--- config.mk ---
export PLATFORM = sky130hd
export DESIGN_NAME = display_scheduler
export DESIGN_NICKNAME = d
export VERILOG_FILES = /design/src/rtl/display_scheduler_pkg.sv /design/src/rtl/display_scheduler_rr_pick.sv /design/src/rtl/display_scheduler.sv
export SDC_FILE = /design/constraint.sdc
export NUM_CORES = 1
export LEC_CHECK = 0
export ABC_AREA = 1
export BUFFER_PORTS_ARGS = -buffer_cell sky130_fd_sc_hd__buf_2
export CORE_MARGIN = 8
export CORE_UTILIZATION = 48
export DETAILED_ROUTE_END_ITERATION = 7
export GPL_TIMING_DRIVEN = 0
export PLACE_DENSITY_LB_ADDON = 0.3
export SYNTH_ARGS = -nofsm -noshare
export SYNTH_HDL_FRONTEND = slang
export SYNTH_SLANG_ARGS = --single-unit
export TNS_END_PERCENT = 20
--- constraint.sdc ---
create_clock -name clk -period 2.35 [get_ports clk]
set_input_delay 0.47 -clock clk [delete_from_list [all_inputs] [get_ports clk]]
set_output_delay 0.47 -clock clk [all_outputs]
set_load 0.01 [all_outputs]
--- src/rtl/display_scheduler_pkg.sv ---
// Shared types and constants for the display scheduler and its arbiter.
package display_scheduler_pkg;

    // Width of one requester value as shown on the six-digit display.
    localparam int VALUE_W = 16;

    // One second at a 50 MHz system clock.
    localparam int DISP_HOLD_DEFAULT = 50_000_000;

    typedef enum logic [1:0] {
        IDLE = 2'd0,
        SHOW = 2'd1,
        ACK  = 2'd2
    } disp_sched_state_t;

endpackage

--- src/rtl/display_scheduler_rr_pick.sv ---
// Combinational round-robin selector: returns the first set request bit at or
// after ptr, wrapping modulo N (N need not be a power of two).
module display_scheduler_rr_pick #(
    parameter  int N  = 4,
    localparam int IW = $clog2(N)
) (
    input  logic [N-1:0]  req,
    input  logic [IW-1:0] ptr,
    output logic          found,
    output logic [IW-1:0] idx
);

    // Scan offsets from farthest to nearest so the nearest set bit wins.
    always_comb begin
        found = 1'b0;
        idx   = '0;
        for (int k = N - 1; k >= 0; k--) begin
            int            c;
            logic [IW-1:0] ci;
            c = int'(ptr) + k;
            if (c >= N) begin
                c = c - N;
            end
            ci = IW'(c);
            if (req[ci]) begin
                found = 1'b1;
                idx   = ci;
            end
        end
    end

endmodule

--- src/rtl/display_scheduler.sv ---
// Time-shares the seven-segment display between NUM_REQ requesters.
//
//   state | meaning
//   ------+---------------------------------------------------------------
//   IDLE  | waiting for a request; last value stays on the display
//   SHOW  | granted value is on the display, hold counter running
//   ACK   | one-cycle ack pulse to the granted requester, pointer advances
module display_scheduler
    import display_scheduler_pkg::*;
#(
    parameter  int NUM_REQ     = 4,
    parameter  int HOLD_CYCLES = DISP_HOLD_DEFAULT,
    localparam int CNT_W       = $clog2(HOLD_CYCLES + 1),
    localparam int GW          = $clog2(NUM_REQ)
) (
    input  logic                              clk,
    input  logic                              rst_n,
    input  logic [NUM_REQ-1:0]                req,
    input  logic [NUM_REQ-1:0][VALUE_W-1:0]   req_value,
    input  logic                              clear,
    output logic [NUM_REQ-1:0]                ack,
    output logic [VALUE_W-1:0]                disp_value,
    output logic                              disp_print,
    output logic [GW-1:0]                     grant_id,
    output logic                              busy
);

    disp_sched_state_t  state_q, state_d;
    logic [CNT_W-1:0]   cnt_q, cnt_d;
    logic [GW-1:0]      ptr_q, ptr_d;
    logic [VALUE_W-1:0] value_d;
    logic               print_d;
    logic [GW-1:0]      gid_d;
    logic [NUM_REQ-1:0] ack_d;
    logic               busy_d;
    logic               pick_found;
    logic [GW-1:0]      pick_idx;

    function automatic logic [GW-1:0] wrap_inc(input logic [GW-1:0] i);
        if (i == GW'(NUM_REQ - 1)) begin
            return '0;
        end
        return i + 1'b1;
    endfunction

    display_scheduler_rr_pick #(
        .N (NUM_REQ)
    ) u_rr_pick (
        .req   (req),
        .ptr   (ptr_q),
        .found (pick_found),
        .idx   (pick_idx)
    );

    // State, hold counter and round-robin pointer.
    always_ff @(posedge clk or negedge rst_n) begin
        if (!rst_n) begin
            state_q <= IDLE;
            cnt_q   <= '0;
            ptr_q   <= '0;
        end else begin
            state_q <= state_d;
            cnt_q   <= cnt_d;
            ptr_q   <= ptr_d;
        end
    end

    // Next state plus next values of every registered output.
    always_comb begin
        state_d = state_q;
        cnt_d   = cnt_q;
        ptr_d   = ptr_q;
        value_d = disp_value;
        print_d = disp_print;
        gid_d   = grant_id;
        ack_d   = '0;
        unique case (state_q)
            IDLE: begin
                // clear outranks a same-cycle request; arbitration resumes next cycle
                if (clear) begin
                    print_d = 1'b0;
                end else if (pick_found) begin
                    value_d = req_value[pick_idx];
                    gid_d   = pick_idx;
                    print_d = 1'b1;
                    cnt_d   = CNT_W'(HOLD_CYCLES - 1);
                    state_d = SHOW;
                end
            end
            SHOW: begin
                // an aborted hold still acks so the requester is never stranded
                if (clear) begin
                    print_d = 1'b0;
                    ack_d   = NUM_REQ'(1) << grant_id;
                    state_d = ACK;
                end else if (cnt_q == '0) begin
                    ack_d   = NUM_REQ'(1) << grant_id;
                    state_d = ACK;
                end else begin
                    cnt_d = cnt_q - 1'b1;
                end
            end
            ACK: begin
                if (clear) begin
                    print_d = 1'b0;
                end
                ptr_d   = wrap_inc(grant_id);
                state_d = IDLE;
            end
            default: begin
                state_d = IDLE;
            end
        endcase
        busy_d = (state_d != IDLE);
    end

    // Registered outputs: no combinational path from req to ack or disp_*.
    always_ff @(posedge clk or negedge rst_n) begin
        if (!rst_n) begin
            disp_value <= '0;
            disp_print <= 1'b0;
            grant_id   <= '0;
            ack        <= '0;
            busy       <= 1'b0;
        end else begin
            disp_value <= value_d;
            disp_print <= print_d;
            grant_id   <= gid_d;
            ack        <= ack_d;
            busy       <= busy_d;
        end
    end

endmodule

==> results.json, run 1 <==
{
  "required_ps": 2600,
  "synth_top_area_share_pct": 35.2,
  "synth_top_family_by_area": "simple AND/OR/NAND/NOR gates",
  "ant_nets": 0,
  "drc_errors": 0,
  "overflow": 0,
  "cts_max_path_buffers": 2,
  "arrival_ps": 2380,
  "htree_levels": 2,
  "synth_cells": 594,
  "pin_count": 95,
  "maxCapViolations": 0,
  "crit_top_cell": "nand2_1",
  "critPathLaunchType": "register",
  "place_hpwl_um": 7950,
  "final_layout_size_suffix_gt1_share_pct": 19.7,
  "die_height_um": 105,
  "grt_pass1_vias": 3912,
  "grt_pass1_wl_um": 17200,
  "rows": 32,
  "synth_cell_types": 26,
  "p_int_mw": 3.02,
  "p_switching_mw": 3.16,
  "ff_latch_area_mm2": 0.00135,
  "hold_viol": 0,
  "synth_compound_area_share_pct": 4.63,
  "slowest_stage": "dfrtp_1",
  "layout.cells.non_filler": 798,
  "synth-seq-cells": 54,
  "die_w_um": 105,
  "n_fill_cell": 738,
  "grt.total_usage_pct": 18.2,
  "grt_max_degree": 55,
  "cts_hold_buffers": 0,
  "finalWirelength_um": 9710,
  "synth_nets": 675,
  "cts_made_buffers": 5,
  "wl_per_cell_um": 12.2,
  "crit_chain": "inv_2 -> nand2_1 -> nand2_1 -> nand2_1 -> nand2_2 -> inv_2 -> nand2_1 -> nand2_1 -> nand2_1 -> nand2_2 -> inv_1 -> buf_2 -> nand3_1 -> nand2_1 -> nand2_1 -> nand2_1",
  "multi_input_area_mm2": 0.00203,
  "area_growth_pct": 18.1,
  "yosys_warnings": 0,
  "drtPass1Iterations": 5,
  "tightestPinTransition_ps": 1170,
  "fin_nets": 776,
  "power.total_mw": 6.17,
  "gp_congestion": 0.936,
  "synth_adder_area_share_pct": 3.26,
  "critical_path.max_stage_delay_ps": 470,
  "worst_clock_skew_ps": 7.26,
  "crit_type": "register to register",
  "yosysTopAreaCell": "dfrtp_1",
  "insertedDiodeCount": 0,
  "cts_tree": "built",
  "design_area_mm2": 0.00453,
  "synth_area_mm2": 0.00384,
  "drtIter0Drc": 193,
  "path_max_fanout": 10,
  "power.leakage_nw": 2.65,
  "path_clk_slew_ps": 100,
  "start_util_pct": 49.6,
  "cts_resized": 0,
  "rsz0062_at_grt": "no",
  "syn_avg_cell_area_um2": 6.46,
  "peakVddDrop_uv": 865,
  "yosys.area_share.simple_pct": 40.1,
  "clk_latency_ps": 310,
  "dpl-instance-area_mm2": 0.00443,
  "combPwrFrac_pct": 64.3,
  "switching_share_pct": 51.2,
  "synthMuxAreaShare_pct": 0,
  "numPortBuffers": 94,
  "clock_sinks": 54,
  "core_mm2": 0.00773,
  "p_clk_share_pct": 8.8,
  "worstSetupStartpoint": "ptr_q[0]",
  "fin_crit_sh_pct": 90.5,
  "status": "finished clean",
  "setup_viol": 0,
  "p_per_area_mw_per_mm2": 1360,
  "rr_startpoint": "ptr_q[0]",
  "seqPwrFrac_pct": 26.9,
  "postCtsSetupRepairBufs": 0,
  "die_area_mm2": 0.0111,
  "yosysSeqAreaShare_pct": 35.2,
  "cts_root_buffer": "clkbuf_8",
  "dp.cells": 790,
  "routed-via-count": 3804,
  "post-route-min-period_ps": 2130,
  "tns_ps": 0,
  "fmax_mhz": 470,
  "critPathCaptureType": "register",
  "synth-xor-area-share_pct": 5.02,
  "worstHoldPathType": "primary input to asynchronous set/reset pin",
  "slew_headroom_pct": 22.0,
  "vias_per_cell": 4.77,
  "grt_antenna_before_repair": 0,
  "reg2regPathDepth": 16,
  "synth_area_leaders": "dfrtp_1, nand2_1, nand3_1, inv_1, nor2_1",
  "drv_slew": 0
}
==> state kept, by name (all words and copies together) (netlist names) <==
register and count:
cnt_q 26, disp_value 16, ack 4, grant_id 2
ptr_q 2, state_q 2, busy 1, disp_print 1
==> through the flow <==
| stage | utilization [%] | hold WS, ps | setup WS, ps |
|---|---|---|---|
| 3_5_place_dp | 57.4 | 469 | 288 |
| 6_report | 58.6 | 396 | 223 |
| 2_1_floorplan | - | 174 | 627 |
| 5_1_grt | 58.6 | 475 | 43.1 |
| 4_1_cts | 58.6 | 437 | 264 |
| 3_3_place_gp | 57.4 | 459 | 295 |
==> final timing paths <==
check | slack (ps) | endpoint
worst max-delay path | 220 | disp_value[10]
worst min-delay path | 400 | ack[2]
worst max register to register | 220 | disp_value[10]
worst min register to register | 480 | cnt_q[1]
max in group asynchronous | 1250 | disp_value[15]
min in group clk | 470 | disp_value[9]
==> layout by cell type (no fill, tap or decap), types with 2 or more instances in the layout <==
cell      synthesis  routed
o21ai_1          20      20
nand2_1         201     201
xnor2_1           7       7
nand3_1          77      77
clkbuf_8          0       6
nand2_2           6       6
ha_1             10      10
buf_2             8     102
nor3_1            5       5
buf_4             8       8
xor2_1           15      15
or2_2             4       4
clkbuf_1          5       6
inv_2             5       5
nor2_2            2       2
inv_1            81      81
nand4_1           4       4
nand3b_1          2       2
o21ai_0          11      11
nor2_1           61      61
a21oi_1           3       3
dfrtp_1          54      54
==> worst max-delay path: cells and delay by family, from the launching register on <==
kind,cells,cell delay (ps)
and+or+nand+nor,12,940
DFF,1,470
buffers and inverters,4,650
==> routing by layer <==
layer	part of all wire, %	up-vias	global-route usage, %
met2	45	107	29.5
met4	1.7	0	6.01
met1	48	1663	23.7
met5	0	-	0
met3	4.6	16	3.71
li1	-	2018	-
==> area by class of cell <==
cell class	count	share of cell area [%]
Buffer	22	2.87
Clock buffer	7	1.91
Clock inverter	1	0.193
Inverter	86	7.13
Multi-Input combinational cell	432	44.9
Sequential cell	54	29.8
Tap cell	102	2.82
Timing Repair Buffer	94	10.4
==> power groups by stage <==
stage	combinational, mW	clock [mW]	sequential [mW]
floorplan	2.93	0	1.67
global placement	3.90	0	1.67
detailed placement	3.98	0	1.67
CTS	3.99	0.566	1.66
global route	4.56	0.601	1.72
finish	3.97	0.544	1.66
==> cells by family (layout without fill, tap and decap cells) <==
group,count (synthesis),count (layout)
adders and majority gates,10,10
and+or+nand+nor,365,365
buffers and inverters,108,210
DFF,54,54
xor gates and xnor gates,22,22
AOI/OAI and AO/OA,35,35
==> synthesized netlist by cell type <==
cell / instances
a21oi_1: 3
buf_2: 8
buf_4: 8
buf_6: 1
clkbuf_1: 5
dfrtp_1: 54
ha_1: 10
inv_1: 81
inv_2: 5
nand2_1: 201
nand2_2: 6
nand2_4: 1
nand3_1: 77
nand3_2: 1
nand3b_1: 2
nand4_1: 4
nor2_1: 61
nor2_2: 2
nor2b_1: 1
nor3_1: 5
o211ai_1: 1
o21ai_0: 11
o21ai_1: 20
or2_2: 4
xnor2_1: 7
xor2_1: 15
Note: power is estimated with default switching activity, not from simulation.
==> run 2, diff against run 1 <==
CORE_ASPECT_RATIO = 1.4   (was default)
CTS_CLUSTER_DIAMETER = 80   (was default)
==> results.json, run 2 (synthesis results as in run 1) <==
{
  "peakVddDrop_uv": 897,
  "critPathLaunchType": "register",
  "final_common_cell": "nand2_1",
  "worstHoldPathType": "primary input to asynchronous set/reset pin",
  "p_per_area_mw_per_mm2": 1390,
  "htree_levels": 2,
  "drv_slew": 0,
  "largest-register": "cnt_q",
  "maxCapViolations": 0,
  "worstSetupStartpoint": "ptr_q[0]",
  "rr_startpoint": "ptr_q[0]",
  "cts_max_path_buffers": 2,
  "pin_count": 95,
  "reg2regPathDepth": 13,
  "cts_root_buffer": "clkbuf_8",
  "crit_buf_inv": 3,
  "rsz0062_at_grt": "no",
  "dpl-instance-area_mm2": 0.00443,
  "clk_latency_ps": 310,
  "hold_viol": 0,
  "largest_reg_flops": 26,
  "cts_hold_buffers": 0,
  "core_mm2": 0.00775,
  "fin_nets": 776,
  "grt.total_usage_pct": 19.0,
  "slowest_stage": "dfrtp_1",
  "tightestPinTransition_ps": 1190,
  "drtIter0Drc": 129,
  "insertedDiodeCount": 0,
  "tns_ps": 0,
  "clock_sinks": 54,
  "start_util_pct": 49.5,
  "fin_crit_sh_pct": 89.2,
  "wl_per_cell_um": 12.9,
  "grt_antenna_before_repair": 0,
  "critPathCaptureType": "register",
  "cpLargestDelayFamily": "simple AND/OR/NAND/NOR gates",
  "worst_clock_skew_ps": 7.55,
  "numPortBuffers": 94,
  "arrival_ps": 2300,
  "grt_pass1_vias": 4069,
  "setup_viol": 0,
  "gp_congestion": 0.920,
  "finalWirelength_um": 10300,
  "postCtsSetupRepairBufs": 0,
  "grt_max_degree": 55,
  "r2r_slack_ps": 250,
  "drc_errors": 0,
  "area_growth_pct": 18.5,
  "crit_type": "register to register",
  "place_hpwl_um": 8410,
  "crit_chain": "inv_2 -> nand2_1 -> nand3_1 -> nand2_1 -> inv_2 -> nand2_2 -> nand3_2 -> clkbuf_1 -> nand3_1 -> nand3_1 -> nand2_1 -> nand2_1 -> nand2_1",
  "overflow": 0,
  "path_max_fanout": 10,
  "required_ps": 2550,
  "fmax_mhz": 477,
  "cts_resized": 0,
  "ant_nets": 0,
  "post-route-min-period_ps": 2100,
  "rows": 38,
  "grt_pass1_wl_um": 17800,
  "status": "finished clean",
  "drtPass1Iterations": 4,
  "vias_per_cell": 4.97,
  "routed-via-count": 3953,
  "reg_top3": "cnt_q x26, disp_value x16, ack x4",
  "final_layout_size_suffix_gt1_share_pct": 19.9,
  "cts_made_buffers": 5,
  "design_area_mm2": 0.00455,
  "critical_path.max_stage_delay_ps": 470,
  "path_clk_slew_ps": 100,
  "power.leakage_nw": 2.67,
  "cts_tree": "built",
  "die_w_um": 91.6,
  "die_height_um": 122,
  "final_cell_mix": "nand2_1, buf_2, inv_1, nand3_1, nor2_1",
  "r2r-end": "disp_value[2]",
  "crit_top_cell": "nand2_1",
  "slew_headroom_pct": 20.4,
  "die_area_mm2": 0.0111
}
run 2: cell types whose count changed in the layout (fill, tap and decap cells not counted):
cell / delta
clkbuf_1: -2
bufinv_16: +1
clkbuf_2: +1
inv_6: -1
run 2: report_power, final:
part           internal [mW]  switching (mW)  leakage (nW)
clock                  0.341           0.299        0.0573
combinational           1.46            2.53          1.94
sequential              1.32           0.354         0.669
run 2: how the worst max path moves through the flow:
stage                                end  slack, ps  depth (start not counted)
after floorplan            disp_value[4]        630                         13
after global placement    disp_value[10]        320                         14
after detailed placement  disp_value[10]        250                         14
after CTS                 disp_value[10]        230                         13
after global routing       disp_value[3]         30                         13
final                      disp_value[2]        250                         13
run 2: layout make-up:
| type | count | area, um^2 |
|---|---|---|
| fillers | 760 | 3200 |
| clock inverters | 1 | 30.0 |
| flip-flops and latches | 54 | 1350 |
| plain buffers | 22 | 131 |
| multi-input cells | 432 | 2030 |
| well taps | 100 | 125 |
| repair buffers | 94 | 470 |
| inverters | 86 | 323 |
| clock buffers | 6 | 82.6 |
run 2: per-stage QoR:
stage | hold slack [ps] | setup slack, ps | utilization, % | std cells | total power [mW]
after global routing | 488 | 31.5 | 58.7 | 795 | 6.96
after global placement | 458 | 319 | 57.2 | 788 | 5.55
final | 397 | 255 | 58.7 | 795 | 6.30
after CTS | 438 | 230 | 58.6 | 795 | 6.31
after floorplan | 174 | 627 | - | 594 | 4.60
after detailed placement | 469 | 249 | 57.2 | 788 | 5.66
run 2: routing by layer:
layer / GRT usage [%] / part of all wire (%) / up-vias
met2: 34.9 / 53 / 122
li1: - / - / 2018
met4: 9.35 / 3.8 / 0
met5: 0 / 0 / -
met1: 20.4 / 39 / 1785
met3: 3.39 / 4.1 / 28
==> run 3, diff against run 2 <==
CELL_PAD_IN_SITES_DETAIL_PLACEMENT = 0   (was default)
CELL_PAD_IN_SITES_GLOBAL_PLACEMENT = 2   (was default)
CORE_UTILIZATION = 28   (was 48)
==> results.json, run 3 (synthesis results as in run 1) <==
{
  "post-route-min-period_ps": 2070,
  "core_mm2": 0.0134,
  "place_hpwl_um": 9700,
  "dpl-instance-area_mm2": 0.00453,
  "crit_type": "register to register",
  "clk_latency_ps": 290,
  "die_area_mm2": 0.0178,
  "htree_levels": 2,
  "largest-register": "cnt_q",
  "seqPwrFrac_pct": 25.3,
  "overflow": 0,
  "required_ps": 2530,
  "switching_share_pct": 50.0,
  "grt_busiest_layer": "met2",
  "fmax_mhz": 483,
  "cts_root_buffer": "clkbuf_16",
  "ant_nets": 0,
  "met2_usage_pct": 24.6,
  "die_w_um": 115,
  "worstHoldPathType": "primary input to asynchronous set/reset pin",
  "n_fill_cell": 1558,
  "p_int_mw": 3.30,
  "critPathCaptureType": "register",
  "path_max_fanout": 10,
  "power.leakage_nw": 2.69,
  "design_area_mm2": 0.00471,
  "postCtsSetupRepairBufs": 0,
  "maxCapViolations": 0,
  "clock_sinks": 54,
  "drtIter0Drc": 159,
  "peakVddDrop_uv": 699,
  "drv_slew": 0,
  "use_met3_pct": 3.12,
  "rows": 50,
  "grt_use_met1_pct": 15.5,
  "rsz0062_at_grt": "no",
  "setup_viol": 0,
  "grt_pass1_wl_um": 19400,
  "reg_top3": "cnt_q x26, disp_value x16, ack x4",
  "drc_errors": 0,
  "arrival_ps": 2250,
  "cts_made_buffers": 5,
  "finalWirelength_um": 11800,
  "gp_congestion": 0.869,
  "grt_max_degree": 55,
  "pre_cts_ws_ps": 276,
  "die_height_um": 154,
  "pin_count": 95,
  "critPathLaunchType": "register",
  "final_layout_size_suffix_gt1_share_pct": 19.7,
  "tightestPinTransition_ps": 714,
  "tns_ps": 0,
  "insertedDiodeCount": 0,
  "slew_headroom_pct": 52.4,
  "status": "finished clean",
  "grt_pass1_vias": 3974,
  "largest_reg_flops": 26,
  "dp.cells": 870,
  "wl_per_cell_um": 13.4,
  "vias_per_cell": 4.26,
  "final_cell_mix": "nand2_1, buf_2, inv_1, nand3_1, nor2_1",
  "fin_nets": 776,
  "numPortBuffers": 94,
  "p_per_area_mw_per_mm2": 1400,
  "layout.cells.non_filler": 877,
  "final_common_cell": "nand2_1",
  "combPwrFrac_pct": 61.8,
  "area_growth_pct": 22.7,
  "p_switching_mw": 3.30,
  "drtPass1Iterations": 4,
  "cts_tree": "built",
  "worst_clock_skew_ps": 7.56,
  "grt_antenna_before_repair": 0,
  "routed-via-count": 3738,
  "worst_slack_ps": 280,
  "hold_viol": 0,
  "cts_hold_buffers": 0,
  "path_clk_slew_ps": 70,
  "fin_crit_sh_pct": 88.1,
  "cts_resized": 0,
  "start_util_pct": 28.7,
  "grt.total_usage_pct": 13.6,
  "cts_max_path_buffers": 2,
  "p_clk_share_pct": 12.9
}
## run 3: cell types whose count changed in the layout (fill, tap and decap cells not counted)
cell	before	now
clkbuf_16	0	5
buf_2	102	101
clkbuf_8	6	1
clkbuf_2	1	0
buf_4	8	9
clkbuf_1	4	5
## run 3: final timing paths
| kind | startpoint | end | slack, ps | depth (start not counted) |
|---|---|---|---|---|
| max | ptr_q[0] | disp_value[10] | 280 | 13 |
| min | rst_n | grant_id[1] | 230 | 1 |
| max reg2reg | ptr_q[0] | disp_value[10] | 280 | 13 |
| min reg2reg | cnt_q[1] | cnt_q[1] | 480 | 2 |
| max in group asynchronous | rst_n | disp_value[8] | 1640 | 1 |
| min in group clk | cnt_q[1] | cnt_q[1] | 480 | 2 |
## run 3: worst max-delay path, cell delays in order (launching register included)
cell and delay [ps]:
dfrtp_1 470, inv_2 170, nand2_1 110, nand3_1 110, nand2_1 70, inv_2 60
nand2_2 50, nand3_2 130, clkbuf_1 370, nand3_1 130, nand3_1 100, nand2_1 70
nand2_1 60, nand2_1 40
## run 3: final cells by class
cell class	instances	area, um^2	area share (%)
sequential	54	1350	28.7
tap	182	228	4.84
multi-input combinational	432	2030	43.2
clock inverter	1	30.0	0.638
clock buffer	6	139	2.95
timing repair buffer	94	473	10.1
buffer	22	130	2.77
inverter	86	323	6.86
## run 3: stage by stage
stage                     total power, mW  hold WS, ps  util [%]
after floorplan                      4.60          174         -
after global placement               5.81          456      33.9
after detailed placement             5.85          466      33.9
after CTS                            6.74          485      35.1
after global routing                 7.34          295      35.1
final                                6.60          234      35.1
## run 3: metal layers
layer	up-vias	share of wire (%)
met3	9	4.2
met1	1634	43
met4	0	1.3
li1	2021	-
met5	-	0
met2	74	52
## run 3: power groups by stage
stage | clock network, mW | registers [mW] | logic [mW]
2_1_floorplan | 0 | 1.67 | 2.93
3_3_place_gp | 0 | 1.68 | 4.13
5_1_grt | 0.925 | 1.73 | 4.69
3_5_place_dp | 0 | 1.69 | 4.16
4_1_cts | 0.887 | 1.68 | 4.17
6_report | 0.854 | 1.67 | 4.08
